`config.mk`:
```
export PLATFORM = sky130hd
export DESIGN_NAME = debounce_bank
export DESIGN_NICKNAME = d
export VERILOG_FILES = /design/src/rtl/debounce_pkg.sv /design/src/rtl/debounce_channel.sv /design/src/rtl/debounce_bank.sv
export SDC_FILE = /design/constraint.sdc
export NUM_CORES = 1
export LEC_CHECK = 0
export CORE_UTILIZATION = 30
export CTS_CLUSTER_SIZE = 24
export DETAILED_ROUTE_END_ITERATION = 16
export HOLD_SLACK_MARGIN = 0.03
export PLACE_DENSITY = 0.44
export SETUP_SLACK_MARGIN = 0.1
export SLEW_MARGIN = 10
export SYNTH_ARGS = -nofsm -noshare
export SYNTH_HDL_FRONTEND = slang
export SYNTH_SLANG_ARGS = --single-unit
```
`constraint.sdc`:
```
create_clock -name clock -period 4.2 [get_ports clock]
set_input_delay 0.63 -clock clock [delete_from_list [all_inputs] [get_ports clock]]
set_output_delay 0.63 -clock clock [all_outputs]
set_load 0.02 [all_outputs]
```
`src/rtl/debounce_pkg.sv`:
```
// debounce_pkg: shared types and constants for the push-button conditioner.
// Repeat-state encoding, counter width helper and 50 MHz default timings.
package debounce_pkg;

   typedef enum logic [1:0] {
      IDLE,
      DELAY,
      RPT
   } rpt_state_t;

   localparam int unsigned DEF_CHANNELS      = 4;
   localparam int unsigned DEF_COUNT_MAX     = 1_500_000;
   localparam int unsigned DEF_REPEAT_DELAY  = 25_000_000;
   localparam int unsigned DEF_REPEAT_PERIOD = 5_000_000;

   // Bits needed to hold 0..max_val, never less than one.
   function automatic int unsigned cnt_width(input int unsigned max_val);
      if (max_val < 1)
         return 1;
      return $clog2(max_val + 1);
   endfunction

endpackage

```
`src/rtl/debounce_channel.sv`:
```
// debounce_channel: one button path - synchroniser, stability counter,
// edge pulses and optional auto-repeat sequencer.
module debounce_channel
   import debounce_pkg::*;
#(
   parameter int unsigned COUNT_MAX     = DEF_COUNT_MAX,
   parameter bit          ACTIVE_LOW    = 1'b1,
   parameter bit          REPEAT_EN     = 1'b0,
   parameter int unsigned REPEAT_DELAY  = DEF_REPEAT_DELAY,
   parameter int unsigned REPEAT_PERIOD = DEF_REPEAT_PERIOD
) (
   input  logic clock,
   input  logic resetN,
   input  logic signalIn,
   output logic signalDebounced,
   output logic pressed,
   output logic released,
   output logic autoRepeat
);

   localparam int unsigned SW = cnt_width(COUNT_MAX);
   localparam logic [SW-1:0] STAB_LAST = SW'(COUNT_MAX - 1);
   localparam logic IDLE_RAW = ACTIVE_LOW;

   logic          sync1;
   logic          sync2;
   logic          level;
   logic          differ;
   logic          accept;
   logic          rise;
   logic          fall;
   logic [SW-1:0] stab_cnt;

   // Two-flop synchroniser; resets to the released raw level.
   always_ff @(posedge clock or negedge resetN) begin
      if (!resetN) begin
         sync1 <= IDLE_RAW;
         sync2 <= IDLE_RAW;
      end else begin
         sync1 <= signalIn;
         sync2 <= sync1;
      end
   end

   assign level  = sync2 ^ ACTIVE_LOW;
   assign differ = level != signalDebounced;
   assign accept = differ && (stab_cnt == STAB_LAST);
   assign rise   = accept && level;
   assign fall   = accept && !level;

   // Count consecutive disagreeing cycles; accept the new level at the limit.
   always_ff @(posedge clock or negedge resetN) begin
      if (!resetN) begin
         stab_cnt        <= '0;
         signalDebounced <= 1'b0;
         pressed         <= 1'b0;
         released        <= 1'b0;
      end else begin
         pressed  <= rise;
         released <= fall;
         if (!differ || accept)
            stab_cnt <= '0;
         else
            stab_cnt <= stab_cnt + 1'b1;
         if (accept)
            signalDebounced <= level;
      end
   end

   if (REPEAT_EN) begin : g_rpt

      localparam int unsigned RMAX =
         (REPEAT_DELAY > REPEAT_PERIOD) ? REPEAT_DELAY : REPEAT_PERIOD;
      localparam int unsigned RW = cnt_width(RMAX);
      localparam logic [RW-1:0] DELAY_LAST  = RW'(REPEAT_DELAY - 1);
      localparam logic [RW-1:0] PERIOD_LAST = RW'(REPEAT_PERIOD - 1);

      rpt_state_t    state;
      rpt_state_t    state_nx;
      logic [RW-1:0] rcnt;
      logic [RW-1:0] rcnt_nx;
      logic          rpt_nx;
      logic          at_last;

      assign at_last = (state == DELAY) ? (rcnt == DELAY_LAST)
                                        : (rcnt == PERIOD_LAST);

      // Repeat sequencer state, interval counter and registered pulse.
      always_ff @(posedge clock or negedge resetN) begin
         if (!resetN) begin
            state      <= IDLE;
            rcnt       <= '0;
            autoRepeat <= 1'b0;
         end else begin
            state      <= state_nx;
            rcnt       <= rcnt_nx;
            autoRepeat <= rpt_nx;
         end
      end

      // Debounced release wins over everything and parks the sequencer.
      always_comb begin
         state_nx = state;
         if (fall) begin
            state_nx = IDLE;
         end else begin
            unique case (state)
               IDLE:    if (rise) state_nx = DELAY;
               DELAY:   if (at_last) state_nx = RPT;
               RPT:     state_nx = RPT;
               default: state_nx = IDLE;
            endcase
         end
      end

      // Interval counting and repeat pulse generation while held.
      always_comb begin
         rcnt_nx = '0;
         rpt_nx  = 1'b0;
         if (!fall) begin
            unique case (state)
               DELAY, RPT: begin
                  if (at_last) begin
                     rpt_nx = 1'b1;
                  end else begin
                     rcnt_nx = rcnt + 1'b1;
                  end
               end
               default: begin
                  rcnt_nx = '0;
                  rpt_nx  = 1'b0;
               end
            endcase
         end
      end

   end else begin : g_no_rpt

      assign autoRepeat = 1'b0;

   end

endmodule

```
`src/rtl/debounce_bank.sv`:
```
// debounce_bank: array of independent button conditioners.
// activated merges the press pulse with auto-repeat pulses per channel.
module debounce_bank
   import debounce_pkg::*;
#(
   parameter int unsigned CHANNELS      = DEF_CHANNELS,
   parameter int unsigned COUNT_MAX     = DEF_COUNT_MAX,
   parameter bit          ACTIVE_LOW    = 1'b1,
   parameter bit          REPEAT_EN     = 1'b0,
   parameter int unsigned REPEAT_DELAY  = DEF_REPEAT_DELAY,
   parameter int unsigned REPEAT_PERIOD = DEF_REPEAT_PERIOD
) (
   input  logic                clock,
   input  logic                resetN,
   input  logic [CHANNELS-1:0] signalIn,
   output logic [CHANNELS-1:0] signalDebounced,
   output logic [CHANNELS-1:0] pressed,
   output logic [CHANNELS-1:0] released,
   output logic [CHANNELS-1:0] autoRepeat,
   output logic [CHANNELS-1:0] activated
);

   for (genvar i = 0; i < CHANNELS; i++) begin : g_ch
      debounce_channel #(
         .COUNT_MAX     (COUNT_MAX),
         .ACTIVE_LOW    (ACTIVE_LOW),
         .REPEAT_EN     (REPEAT_EN),
         .REPEAT_DELAY  (REPEAT_DELAY),
         .REPEAT_PERIOD (REPEAT_PERIOD)
      ) u_ch (
         .clock           (clock),
         .resetN          (resetN),
         .signalIn        (signalIn[i]),
         .signalDebounced (signalDebounced[i]),
         .pressed         (pressed[i]),
         .released        (released[i]),
         .autoRepeat      (autoRepeat[i])
      );
   end

   assign activated = pressed | autoRepeat;

endmodule

```
==> metrics <==
Root Buffer clkbuf_16; Site Rows 47; Internal Dissipation 1.53 mW; ys flop type dfrtp_1; nets 531; placer congestion estimate 0.772; max incr delay on CP 0.82 ns; Tmin final 2.36 ns; die area 17,600 µm²; initial antenna violation count 0; Synth top area share 0.470; Total Neg Setup Slack 0 ns; fmax 424 MHz; Ys Warns 0; hold path start g_ch[0].u_ch.sync1; Logic pwr share 0.032; final cycle utilization of the critical path 0.561; Total Routing Usage GR 0.128; CTS tree yes; unrepaired setup endpoints after global routing no; initial detailed-routing violation count 195; FILL cells 1,722; switching power 0.435 mW; Worst path slowest cell o41ai_2; fraction of layout cells with a size suffix above 1 0.0875; Fin. Hold Viols 0; ys async rst share 1.00; worst slew pin tran 0.943 ns; Post-Route WL 10.3 mm; Post-CTS Setup Bufs 0; Setup crit start g_ch[1].u_ch.stab_cnt[0]; Vias/cell 4.86; Pre-antenna DRT Iters 4; Req. time, crit path 4.44 ns; clk buf depth 2; Post-synth EDFFs 0; synthesis-to-layout area growth 12.5%; Yosys reg bits 104; Worst path top cell family by delay compound AO/OA/AOI/OAI gates; Die X-Extent 133 µm; DP Wirelength 6.95 mm; post-route ant nets 0; I/O pin count 26; hold-fix buffers at CTS 0; clk sinks 104; core area 16,600 µm²; worst vdd ir 0.198 mV; gate count after technology mapping 513; status complete, no violations; clk_skew 0.00678 ns; part of the power in registers 0.526; gr ovfl total 0; worst path arrival time 2.60 ns; top cells by area, synth dfrtp_1 (47%), xnor2_1 (5.8%), nor2_1 (4.8%); Hold/Removal Path Class reg2reg; Die Ht 133 µm; diodes inserted 0; average size of a mapped cell 9.97 µm²; placed inst area 5450 µm²; Clock power frac 0.443; Core Util, Final 0.347; Post-CTS Resized 0; Setup violations, final 0; cts bufs inserted 9; number of global-route vias before repair 3,553; initial core utilization 0.308; final instance area 5750 µm²; critical path type reg2reg; cells along the critical path ha_1, and3_2, nand4_1, o41ai_2, buf_4, a21oi_1; P_leak 2.23 nW; Buf/Inv on CP 1; clk_lat worst skew 0.36 ns; Switching Fraction 0.221; cell taking the most area after synthesis dfrtp_1; Clock transition at path regs 0.07 ns; DRC Markers 0; final setup margin 1.84 ns; Distinct cells, synth 42; first-pass GRT wire length 17.9 mm; largest net degree at the start of global routing 75; Startpoint Class flip-flop; worst slack, placed 1.82 ns; Avg WL per Cell 13.7 µm; Vias 3,625; Max transition margin 0.371; synthesized area 5110 µm²; Worst Setup End Kind flip-flop; worst-path maximum fanout 12; total of max-cap violations 0; IO Port Bufs 21; Power per Cell Area 341 nW/µm²; sequential cell area fraction in the yosys report 0.511; most frequent cell after synthesis dfrtp_1; synth cell count leaders dfrtp_1 (96), nor2_1 (66), xnor2_1 (34), nand2_1 (32), nand4_1 (24); Pins Over Slew Limit 0; RR Startpoint g_ch[1].u_ch.stab_cnt[0]; CTS H-tree depth 3
==> logic make-up (layout without fill, tap and decap cells) <==
family	after synthesis	in the layout	share of synthesized area
AND/OR/NAND/NOR	242	242	0.262
buffers and inverters	47	57	0.0514
multiplexers	3	3	0.00587
XOR/XNOR	56	56	0.0959
AO/OA/AOI/OAI	56	56	0.0631
adder cells (fa/ha/maj)	4	4	0.00979
other	1	4	0.000734
flip-flops	104	104	0.511
==> layout make-up <==
cell class | count | area, µm² | share of cell area
clock buffers | 11 | 253 | 0.0439
clock inverters | 5 | 53.8 | 0.00935
inverters | 15 | 56.3 | 0.00979
multi-input cells | 365 | 2260 | 0.392
flip-flops and latches | 104 | 2610 | 0.454
well taps | 220 | 275 | 0.0479
repair buffers | 26 | 245 | 0.0426
==> path summary, 6_finish.rpt <==
path / endpoint / slack (ns) / cells past startpoint
max: g_ch[1].u_ch.stab_cnt[16] / 1.84 / 6
min: g_ch[0].u_ch.sync2 / 0.36 / 0
max reg2reg: g_ch[1].u_ch.stab_cnt[16] / 1.84 / 6
min reg2reg: g_ch[0].u_ch.sync2 / 0.36 / 0
max in group asynchronous: g_ch[1].u_ch.sync2 / 2.93 / 2
min in group asynchronous: g_ch[3].u_ch.stab_cnt[6] / 0.40 / 1
==> layer usage <==
metal | share of wire | track usage | up-vias
met5 | 0 | 0 | -
met4 | 0.018 | 0.0517 | 0
met3 | 0.025 | 0.0330 | 14
met2 | 0.46 | 0.199 | 31
met1 | 0.50 | 0.169 | 1772
li1 | - | - | 1808
==> power by group through the flow <==
| stage | Combinational, mW | Sequential, mW | Clock [mW] |
|---|---|---|---|
| floorplan | 0.0326 | 1.05 | 0 |
| finish | 0.0621 | 1.03 | 0.870 |
| global placement | 0.0649 | 1.05 | 0 |
| global route | 0.0726 | 1.03 | 0.949 |
| detailed placement | 0.0656 | 1.05 | 0 |
| CTS | 0.0661 | 1.03 | 0.910 |
==> cells in the final DEF, fill, tap and decap left out, drive strengths merged <==
master	count
a21oi	24
a41oi	1
and2	4
and3	14
and4	3
buf	6
bufinv	1
clkbuf	11
clkdlybuf4s50	20
clkinv	3
conb	4
dfrtp	96
dfstp	8
ha	4
inv	16
mux2i	3
nand2	32
nand3	25
nand4	27
nor2	66
nor3	15
nor3b	2
nor4	9
nor4b	7
nor4bb	6
o21ai	21
o31ai	9
o41ai	1
or2	3
or3	17
or4	12
xnor2	34
xor2	22
==> through the flow <==
step | power, mW | std cells | hold slack (ns)
floorplan | 1.08 | 516 | 0.334
global placement | 1.12 | 730 | 0.346
detailed placement | 1.12 | 730 | 0.347
CTS | 2.01 | 746 | 0.357
global route | 2.06 | 746 | 0.362
finish | 1.96 | 746 | 0.356
==> state kept, by name, indices dropped and copies added (netlist names) <==
signal and cells:
g_ch.u_ch.signalDebounced 4, g_ch.u_ch.released 4, g_ch.u_ch.pressed 4, g_ch.u_ch.stab_cnt 84
g_ch.u_ch.sync2 4, g_ch.u_ch.sync1 4
(Power assumes the default switching activity.)
